File: src/rtl/seg_pkg.sv
// seg_pkg: shared definitions for the 8-digit multiplexed 7-segment scanner.
//   - SEG_BLANK / SEL_NONE : all segments / all digits off (active-low).
//   - HEX_SEG              : 16-entry hex glyph table, dp off, [6:0]=g..a.
//   - state_t              : scan phase within a digit slot.
//   - msd_index()          : index of the most significant non-zero nibble
//                            (0 for a zero word); used by the optional
//                            SEG_LEADING_ZERO_BLANK_EN feature.
package seg_pkg;

  localparam logic [7:0] SEG_BLANK = 8'hFF;
  localparam logic [7:0] SEL_NONE  = 8'hFF;

  localparam logic [7:0] HEX_SEG [16] = '{
    8'hC0, 8'hF9, 8'hA4, 8'hB0, 8'h99, 8'h92, 8'h82, 8'hF8,
    8'h80, 8'h90, 8'h88, 8'h83, 8'hC6, 8'hA1, 8'h86, 8'h8E
  };

  typedef enum logic {ST_BLANK, ST_SHOW} state_t;

  function automatic logic [2:0] msd_index(input logic [31:0] value);
    logic [2:0] idx;
    idx = 3'd0;
    for (int k = 0; k < 8; k++) begin
      if (value[k*4 +: 4] != 4'h0) idx = 3'(k);
    end
    return idx;
  endfunction

endpackage

File: src/rtl/seg_scan_display_hex_to_seg7.sv
// hex_to_seg7: combinational 4-bit to active-low 7-segment decoder.
//   nibble : in  4  hex digit to display
//   seg    : out 8  active-low segments, [7]=dp (always off), [6:0]=g..a
module hex_to_seg7
  import seg_pkg::*;
(
  input  logic [3:0] nibble,
  output logic [7:0] seg
);

  assign seg = HEX_SEG[nibble];

endmodule

File: src/rtl/seg_scan_display.sv
// seg_scan_display: scans a 32-bit word onto an 8-digit common-anode
// multiplexed 7-segment display, one hex nibble per digit.
//   clk     : in  1   system clock, rising edge
//   rst     : in  1   asynchronous, active-low reset
//   i_en    : in  1   scan enable; low = display dark, scan position frozen
//   i_value : in  32  word to display; nibble k drives digit k
//   o_seg   : out 8   segments, active-low; [7]=dp, [6:0]=g..a
//   o_sel   : out 8   digit selects, active-low; bit k = digit k
//   o_frame : out 1   one-cycle pulse when the frame snapshot is taken
// Parameters: SCAN_DIV cycles per digit slot (>= 2); the first BLANK_CYCLES
// cycles of each slot keep every digit off to suppress ghosting
// (1 <= BLANK_CYCLES < SCAN_DIV).
// Optional build macro SEG_LEADING_ZERO_BLANK_EN: leading zero digits are
// left unlit (still selected, so scan timing does not change).
module seg_scan_display
  import seg_pkg::*;
#(
  parameter int SCAN_DIV     = 50000,
  parameter int BLANK_CYCLES = 500
) (
  input  logic        clk,
  input  logic        rst,
  input  logic        i_en,
  input  logic [31:0] i_value,
  output logic [7:0]  o_seg,
  output logic [7:0]  o_sel,
  output logic        o_frame
);

  localparam int CW = (SCAN_DIV > 2) ? $clog2(SCAN_DIV) : 1;

  state_t        state_reg;
  logic [CW-1:0] cnt_reg;
  logic [2:0]    digit_reg;
  logic [31:0]   snap_reg;

  logic [3:0]    nibble;
  logic [7:0]    seg_code;
  logic [7:0]    sel_code;
  logic [7:0]    show_seg;
  logic          digit_visible;
  logic          take_snap;
  logic          cnt_last;

  // The snapshot is only read during SHOW, and slot position 0 is always in
  // BLANK, so using the registered snapshot here never shows a stale frame.
  assign nibble    = snap_reg[{digit_reg, 2'b00} +: 4];
  assign sel_code  = ~(8'h01 << digit_reg);
  assign take_snap = (cnt_reg == '0) && (digit_reg == 3'd0);
  assign cnt_last  = (cnt_reg == CW'(SCAN_DIV - 1));

  hex_to_seg7 u_hex_to_seg7 (
    .nibble (nibble),
    .seg    (seg_code)
  );

`ifdef SEG_LEADING_ZERO_BLANK_EN
  logic [2:0] msd_reg;
  assign digit_visible = (digit_reg <= msd_reg);
`else
  assign digit_visible = 1'b1;
`endif

  assign show_seg = digit_visible ? seg_code : SEG_BLANK;

  // state_reg records the phase currently presented on the outputs; each
  // enabled edge presents the phase belonging to the current cnt_reg value
  // and then advances the counter.
  always_ff @(posedge clk or negedge rst) begin
    if (!rst) begin
      state_reg <= ST_BLANK;
      cnt_reg   <= '0;
      digit_reg <= 3'd0;
      snap_reg  <= 32'h0;
      o_seg     <= SEG_BLANK;
      o_sel     <= SEL_NONE;
      o_frame   <= 1'b0;
`ifdef SEG_LEADING_ZERO_BLANK_EN
      msd_reg   <= 3'd0;
`endif
    end else if (!i_en) begin
      // Dark while disabled; position and snapshot hold for resumption.
      o_seg   <= SEG_BLANK;
      o_sel   <= SEL_NONE;
      o_frame <= 1'b0;
    end else begin
      o_frame <= take_snap;
      if (take_snap) begin
        snap_reg <= i_value;
`ifdef SEG_LEADING_ZERO_BLANK_EN
        msd_reg  <= msd_index(i_value);
`endif
      end

      case (state_reg)
        ST_BLANK: begin
          if (cnt_reg == CW'(BLANK_CYCLES)) begin
            state_reg <= ST_SHOW;
            o_sel     <= sel_code;
            o_seg     <= show_seg;
          end else begin
            o_sel <= SEL_NONE;
            o_seg <= SEG_BLANK;
          end
        end
        ST_SHOW: begin
          if (cnt_reg == '0) begin
            state_reg <= ST_BLANK;
            o_sel     <= SEL_NONE;
            o_seg     <= SEG_BLANK;
          end else begin
            o_sel <= sel_code;
            o_seg <= show_seg;
          end
        end
        default: begin
          state_reg <= ST_BLANK;
          o_sel     <= SEL_NONE;
          o_seg     <= SEG_BLANK;
        end
      endcase

      if (cnt_last) begin
        cnt_reg   <= '0;
        digit_reg <= digit_reg + 3'd1;
      end else begin
        cnt_reg <= cnt_reg + CW'(1);
      end
    end
  end

endmodule

File: config.mk
export PLATFORM = sky130hd
export DESIGN_NAME = seg_scan_display
export DESIGN_NICKNAME = d
export VERILOG_FILES = /design/src/rtl/seg_pkg.sv /design/src/rtl/seg_scan_display_hex_to_seg7.sv /design/src/rtl/seg_scan_display.sv
export SDC_FILE = /design/constraint.sdc
export NUM_CORES = 1
export LEC_CHECK = 0
export BUFFER_PORTS_ARGS = -buffer_cell sky130_fd_sc_hd__buf_2
export CORE_MARGIN = 4
export CORE_UTILIZATION = 56
export CTS_CLUSTER_SIZE = 12
export DETAILED_ROUTE_END_ITERATION = 8
export GPL_TIMING_DRIVEN = 0
export HOLD_SLACK_MARGIN = 0.06
export PLACE_DENSITY_LB_ADDON = 0.12
export SYNTH_ARGS = -nofsm -noshare
export SYNTH_HDL_FRONTEND = slang
export SYNTH_SLANG_ARGS = --single-unit
File: constraint.sdc
create_clock -name clk -period 3.4 [get_ports clk]
set_clock_uncertainty 0.2 [all_clocks]
set_input_delay 0.34 -clock clk [delete_from_list [all_inputs] [get_ports clk]]
set_output_delay 0.34 -clock clk [all_outputs]
set_load 0.01 [all_outputs]
==> results of run 1 <==
timing repair:
action / in CTS / in global routing
hold endpoints to repair: 85 / 0
hold buffers: 33 / 0
setup endpoints to repair: 0 / 0
resized for setup: 0 / 0
Yosys cell counts (2+ instances only):
library cell  count
mux4_2            6
nand3_1           9
a211oi_1          2
dfrtp_1          53
and3_1            4
nand2_1          19
inv_1            11
mux2i_1           8
buf_2             3
xnor2_1           8
xor2_1            7
nor2_1           16
dfstp_2          15
buf_4             4
nand4_1           4
clkbuf_1          4
o221ai_2          2
o221ai_1          3
ha_1             14
or3_1             2
nor3_1            8
a21o_1            2
a21oi_1           2
mux2_2           35
per-stage QoR:
stage	utilization (%)	setup WS (ns)	instance area, um^2	cells	total power, mW
final	74.3	0.622	4160	433	1.84
after global routing	74.3	0.508	4160	433	1.94
after CTS	74.3	0.606	4160	433	1.86
after detailed placement	64.9	0.646	3640	384	1.16
after global placement	64.8	0.663	3630	384	1.15
after floorplan	-	0.939	3300	263	1.08
metal layers:
metal | GRT usage (%) | up-vias
met3 | 4.12 | 12
met5 | 0 | -
met2 | 33.1 | 66
met4 | 7.63 | 0
met1 | 27.2 | 1126
li1 | - | 1114
where the power goes:
group	switching (mW)	internal (mW)	total, mW
combinational	0.118	0.123	0.241
sequential	0.0724	0.867	0.939
clock	0.284	0.381	0.665
cell families after synthesis:
family                   count (synthesis)
AO/OA/AOI/OAI                           20
XOR/XNOR                                15
adder cells (fa/ha/maj)                 14
buffers and inverters                   24
flip-flops                              68
multiplexers                            50
other                                    1
AND/OR/NAND/NOR                         71
layout make-up:
type,instances,area [um^2]
Timing Repair Buffer,82,578
Inverter,11,41.3
Fill cell,380,1440
Multi-Input combinational cell,171,1460
Tap cell,72,90.1
Clock inverter,1,30.0
Buffer,13,76.3
Clock buffer,15,166
Sequential cell,68,1720
cell usage in the layout (no fill, tap or decap), types with 9 or more instances in the layout:
cell,instances
ha_1,14
dfrtp_1,53
clkbuf_8,11
dfstp_2,15
mux2_2,35
inv_1,11
dlygate4sd3_1,33
buf_2,51
nand2_1,19
nor2_1,16
nand3_1,9
worst max-delay path, cell delays in order, from the launching register on:
cell      delay [ns]
dfrtp_1         0.42
buf_2           0.34
mux4_2          0.56
mux2_2          0.35
inv_1           0.14
ha_1            0.26
nor3_1          0.21
a211oi_1        0.08
o21ai_1         0.14
path summary, 6_finish.rpt:
| kind | to | from | cells past startpoint |
|---|---|---|---|
| max | o_seg[3] | digit_reg[0] | 8 |
| min | o_sel[4] | i_en | 2 |
| max reg2reg | o_seg[3] | digit_reg[0] | 8 |
| min reg2reg | snap_reg[13] | snap_reg[13] | 1 |
| max in group asynchronous | snap_reg[10] | rst | 2 |
| min in group asynchronous | snap_reg[11] | rst | 2 |
==> impl_metrics.yaml, run 1 <==
hold_path:
  hp-class: "in -> reg"
cells_and_area:
  largest_reg_flops: 32
  syn2layout_area_growth_pct: 26.2
  antenna_cells: 0
  drive_above_1_share_pct: 36.8
  fin_nets: 405
floorplanning:
  die_w_um: 84.8
  fp.dieArea_um2: 7180
  die_h_um: 84.8
  ios: 52
  initial_utilization_pct: 58.8
  num_rows: 27
  core_area_um2: 5610
logic_synthesis:
  yosysUniqueCellTypes: 46
  synthSimpleGateAreaFrac_pct: 11.0
  synthMuxAreaShare_pct: 18.8
  synth_compound_area_share_pct: 5.08
  ys_seq_area_share_pct: 52.1
  yosys.area.top_type_share_pct: 40.2
  synthesis.nets: 312
  synthCells: 263
  async_reset_ff_share_pct: 100
  synth_area_um2: 3300
  ys.flop_type: "dfrtp_1"
  syn_area_per_cell_um2: 12.5
  synth_edf_count: 0
  synth_top_family_by_area: "multiplexers"
  yosysTopAreaCell: "dfrtp_1"
  synth_area_leaders: "dfrtp_1 (40%), dfstp_2 (12%), mux2_2 (12%), ha_1 (5.3%), mux4_2 (4.1%)"
  synth_warnings: 0
  synthAdderAreaFrac_pct: 5.31
  ys_seq_elements: 68
  synthXorXnorAreaFrac_pct: 3.98
timing:
  finalMaxSlewViolations: 0
  tns_ns: 0
  setup_violations: 0
  rsz0062_at_grt: "false"
  finalHoldViolCount: 0
  whs_ns: 0.243
  fmax_mhz: 360
  post-route-period-util_pct: 81.7
  worst_slew_pin_slew_ns: 0.830
  slew_headroom_pct: 44.7
  finalCriticalPeriod_ns: 2.78
clock_tree:
  htree_levels: 3
  cts_max_path_buffers: 2
  cts.clk_slew.worst_paths_ns: 0.07
  clk_latency_ns: 0.34
  postCtsSetupRepairBufs: 0
  cts_tree: "built"
  cts_buffers: 9
  root_buffer: "clkbuf_8"
  clock-sinks: 68
job:
  cap_violations: 0
routing:
  antenna_left: 0
  via_per_inst: 5.35
  dr.pass1.iters: 4
  drc: 0
  dr_wl_met3_um: 306
  drt_iter0_markers: 89
  route.top_layer_used: "met4"
  wl_mm: 6.68
  route.met2.wl_mm: 3.25
  vias: 2318
  routedWlPerCell_um: 15.4
  met1Wirelength_mm: 3.00
global_route:
  track_usage_pct: 20.4
  grt_max_degree: 69
  grt_pass1_wl_mm: 11.5
  grt_pass1_vias: 2360
  overflow: 0
  antenna_found_initial: 0
placed_design:
  gp_congestion: 0.824
  dp_hpwl_mm: 4.47
  portBuffers: 49
critical_path:
  cp.required_ns: 3.46
  critPathArrivalTime_ns: 2.84
  cp-end-kind: "register"
  path_class: "reg -> reg"
  critPathLaunchType: "register"
  worstPathMaxFanout: 10
  ff2ff_setup_slack_ns: 0.62
power:
  p_leak_nw: 2.00
  peakVddDrop_v: 0.000411
  powerDensity_nw_per_um2: 443
status:
  outcome: "completed"
(Power assumes the default switching activity.)
==> inputs of run 2 (changes only) <==
==> constraint.sdc (replaced) <==
create_clock -name clk -period 2.8 [get_ports clk]
set_clock_uncertainty 0.2 [all_clocks]
set_input_delay 0.28 -clock clk [delete_from_list [all_inputs] [get_ports clk]]
set_output_delay 0.28 -clock clk [all_outputs]
set_load 0.01 [all_outputs]
==> impl_metrics.yaml, run 2 (synthesis results as in run 1) <==
cells_and_area:
  antenna_cells: 0
  final_cells: 433
  fin_area_um2: 4170
  fin_nets: 405
  drive_above_1_share_pct: 36.8
  largest_reg_flops: 32
  layout_common_cells: "dfrtp_1 (53), buf_2 (50), mux2_2 (35)"
  layout_commonest_cell: "dfrtp_1"
  final_core_util_pct: 74.3
  syn2layout_area_growth_pct: 26.3
power:
  powerDensity_nw_per_um2: 537
  peakVddDrop_v: 0.000499
  p_leak_nw: 2.00
routing:
  routedWlPerCell_um: 15.4
  drt_iter0_markers: 91
  drc: 0
  antenna_left: 0
  vias: 2298
  via_per_inst: 5.31
  wl_mm: 6.66
  dr.pass1.iters: 4
timing:
  finalCriticalPeriod_ns: 2.66
  setup_violations: 0
  finalMaxSlewViolations: 0
  fmax_mhz: 375
  worst_slew_pin_slew_ns: 0.815
  slew_headroom_pct: 45.7
  tns_ns: 0
  rsz0062_at_grt: "true"
  finalWorstSetupSlack_ns: 0.137
  finalHoldViolCount: 0
  post-route-period-util_pct: 95.1
clock_tree:
  clk_latency_ns: 0.33
  cts_max_path_buffers: 2
  root_buffer: "clkbuf_8"
  cts_tree: "built"
  cts_buffers: 9
  cts.clk_slew.worst_paths_ns: 0.07
  htree_levels: 3
  clock-sinks: 68
critical_path:
  cp.required_ns: 2.86
  cp-end-kind: "register"
  critPathArrivalTime_ns: 2.72
  cp_cell_sequence: "buf_4 -> mux4_2 -> mux2_2 -> inv_1 -> ha_1 -> nor3_1 -> a211oi_1 -> o21ai_1"
  crit_slowest_cell: "mux4_2"
  cp.buffers_inverters: 2
  max_stage_delay_ns: 0.53
  critPathLaunchType: "register"
  worstPathMaxFanout: 10
  cp_top_family: "multiplexers"
  path_class: "reg -> reg"
placed_design:
  placed_cells: 384
  portBuffers: 49
  dp_hpwl_mm: 4.47
  gp_congestion: 0.824
  placed_area_um2: 3640
  post-place-ws_ns: 0.0459
floorplanning:
  die_h_um: 84.8
  die_w_um: 84.8
  fp.dieArea_um2: 7180
  num_rows: 27
  ios: 52
  core_area_um2: 5610
  initial_utilization_pct: 58.8
status:
  outcome: "completed"
global_route:
  track_usage_pct: 20.4
  antenna_found_initial: 0
  overflow: 0
  grt_pass1_wl_mm: 11.5
  grt_max_degree: 69
  grt_pass1_vias: 2360
job:
  cap_violations: 0
hold_path:
  hp-class: "in -> reg"
## run 2: cell counts in the layout (fill, tap and decap cells not counted)
Identical to the previous run, type by type.
## run 2: what timing repair did
item                       CTS  global route
buffers inserted             0             0
hold buffers                33             0
setup endpoints to repair    0             3
resized for setup            0             2
hold endpoints to repair    85             0
## run 2: cell type report
cell class	instances	area, um^2
Sequential cell	68	1720
Multi-Input combinational cell	171	1460
Fill cell	379	1440
Timing Repair Buffer	82	578
Clock buffer	15	166
Tap cell	72	90.1
Buffer	13	78.8
Inverter	11	41.3
Clock inverter	1	30.0
## run 2: metal layers
metal | vias to the layer above | GRT usage, % | wire length, um
met5 | - | 0 | 0
met4 | 0 | 7.63 | 123
met3 | 13 | 4.12 | 317
met2 | 65 | 33.1 | 3250
met1 | 1108 | 27.2 | 2970
li1 | 1112 | - | -
## run 2: path summary, 6_finish.rpt
kind                               from            to  slack, ns  cells after the start
max                        digit_reg[0]      o_seg[3]       0.14                      8
min                                i_en      o_sel[4]       0.18                      2
max reg2reg                digit_reg[0]      o_seg[3]       0.14                      8
min reg2reg                snap_reg[13]  snap_reg[13]       0.30                      1
max in group asynchronous           rst  snap_reg[10]       1.48                      2
min in group asynchronous           rst     state_reg       0.40                      2
## run 2: metrics by stage
step,hold WS (ns),total power [mW]
2_1_floorplan,-0.216,1.31
3_3_place_gp,0.269,1.40
3_5_place_dp,0.237,1.41
4_1_cts,0.162,2.26
5_1_grt,0.222,2.36
6_report,0.185,2.24
## run 2: power by group
| group | switching (mW) | internal, mW |
|---|---|---|
| Clock | 0.342 | 0.463 |
| Sequential | 0.0874 | 1.05 |
| Combinational | 0.143 | 0.150 |
| Total | 0.572 | 1.66 |
==> inputs of run 3 (changes only) <==
==> constraint.sdc (replaced) <==
create_clock -name clk -period 2.8 [get_ports clk]
set_clock_uncertainty 0.2 [all_clocks]
set_input_delay 0.56 -clock clk [delete_from_list [all_inputs] [get_ports clk]]
set_output_delay 0.56 -clock clk [all_outputs]
set_load 0.01 [all_outputs]
==> impl_metrics.yaml, run 3 (synthesis results as in run 1) <==
global_route:
  track_usage_pct: 18.5
  grt_pass1_vias: 2177
  antenna_found_initial: 0
  grt_pass1_wl_mm: 10.4
  overflow: 0
  grt_max_degree: 69
hold_path:
  hp-class: "in -> async"
critical_path:
  critPathLaunchType: "register"
  max_stage_delay_ns: 0.54
  cp.required_ns: 2.86
  cp.buffers_inverters: 2
  path_depth: 8
  critPathArrivalTime_ns: 2.73
  r2r_start: "digit_reg[0]"
  path_class: "reg -> reg"
  cp_cell_sequence: "buf_4 -> mux4_2 -> mux2_2 -> inv_1 -> ha_1 -> nor3_1 -> a211oi_1 -> o21ai_1"
  worstPathMaxFanout: 10
  worstRegToRegCells: 8
  crit_slowest_cell: "mux4_2"
  cp_top_family: "multiplexers"
  setup.worst_path.start: "digit_reg[0]"
  cp-end-kind: "register"
timing:
  whs_ns: 0.133
  finalMaxSlewViolations: 0
  slew_headroom_pct: 44.8
  finalWorstSetupSlack_ns: 0.129
  finalCriticalPeriod_ns: 2.67
  finalHoldViolCount: 0
  worst_slew_pin_slew_ns: 0.828
  fmax_mhz: 374
  tns_ns: 0
  post-route-period-util_pct: 95.4
  setup_violations: 0
  rsz0062_at_grt: "true"
cells_and_area:
  largest_reg_flops: 32
  drive_above_1_share_pct: 40.5
  n_fill_cell: 422
  layout_common_cells: "dfrtp_1 (53), buf_2 (50), mux2_2 (35)"
  syn2layout_area_growth_pct: 16.3
  antenna_cells: 0
  final_core_util_pct: 68.4
  fin_nets: 372
  final_cells: 400
  fin_area_um2: 3840
  layout_commonest_cell: "dfrtp_1"
floorplanning:
  fp.dieArea_um2: 7180
  num_rows: 27
  die_w_um: 84.8
  initial_utilization_pct: 58.8
  ios: 52
  core_area_um2: 5610
  die_h_um: 84.8
placed_design:
  post-place-ws_ns: 0.0459
  portBuffers: 49
  placed_area_um2: 3640
  gp_congestion: 0.824
  dp_hpwl_mm: 4.47
  placed_cells: 384
routing:
  drt_iter0_markers: 89
  routedWlPerCell_um: 15.4
  dr.pass1.iters: 4
  via_per_inst: 5.47
  drc: 0
  antenna_left: 0
  vias: 2187
  wl_mm: 6.17
clock_tree:
  clk_latency_ns: 0.33
  cts_max_path_buffers: 2
  cts_buffers: 9
  cts_tree: "built"
  cts_hold_buf: 0
  postCtsSetupRepairBufs: 0
  htree_levels: 3
  clock-sinks: 68
  cts.clk_slew.worst_paths_ns: 0.07
  root_buffer: "clkbuf_8"
power:
  p_leak_nw: 1.86
  total_power_mw: 2.20
  powerDensity_nw_per_um2: 574
  peakVddDrop_v: 0.000494
status:
  outcome: "completed"
job:
  cap_violations: 0
run 3: worst paths after layout:
path | end | slack [ns]
hold / removal | state_reg | 0.13
setup / recovery | o_seg[3] | 0.13
max in group asynchronous | snap_reg[22] | 1.73
hold reg to reg | snap_reg[13] | 0.30
setup reg to reg | o_seg[3] | 0.13
min in group clk | snap_reg[26] | 0.26
run 3: repair_timing:
action                                 CTS  global route
gates resized for setup                  0             2
endpoints found under the hold margin    0             0
setup endpoints to repair                0             6
run 3: where the power goes:
part	switching (mW)	internal, mW
Sequential	0.0868	1.05
Combinational	0.136	0.120
Clock	0.345	0.463
run 3: layer usage:
layer  GRT usage (%)  vias to the layer above  wire length [um]
li1                -                     1044                 -
met1            25.2                     1075              2830
met2            29.5                       58              2920
met3            3.93                       10               327
met4            6.76                        0                91
met5               0                        -                 0
run 3: layout make-up:
| cell class | count | area [um^2] | share of cell area [%] |
|---|---|---|---|
| clock buffer | 15 | 166 | 4.34 |
| sequential | 68 | 1720 | 44.8 |
| multi-input combinational | 171 | 1460 | 38.1 |
| timing repair buffer | 49 | 248 | 6.46 |
| clock inverter | 1 | 30.0 | 0.783 |
| tap | 72 | 90.1 | 2.35 |
| buffer | 13 | 78.8 | 2.05 |
| inverter | 11 | 41.3 | 1.08 |
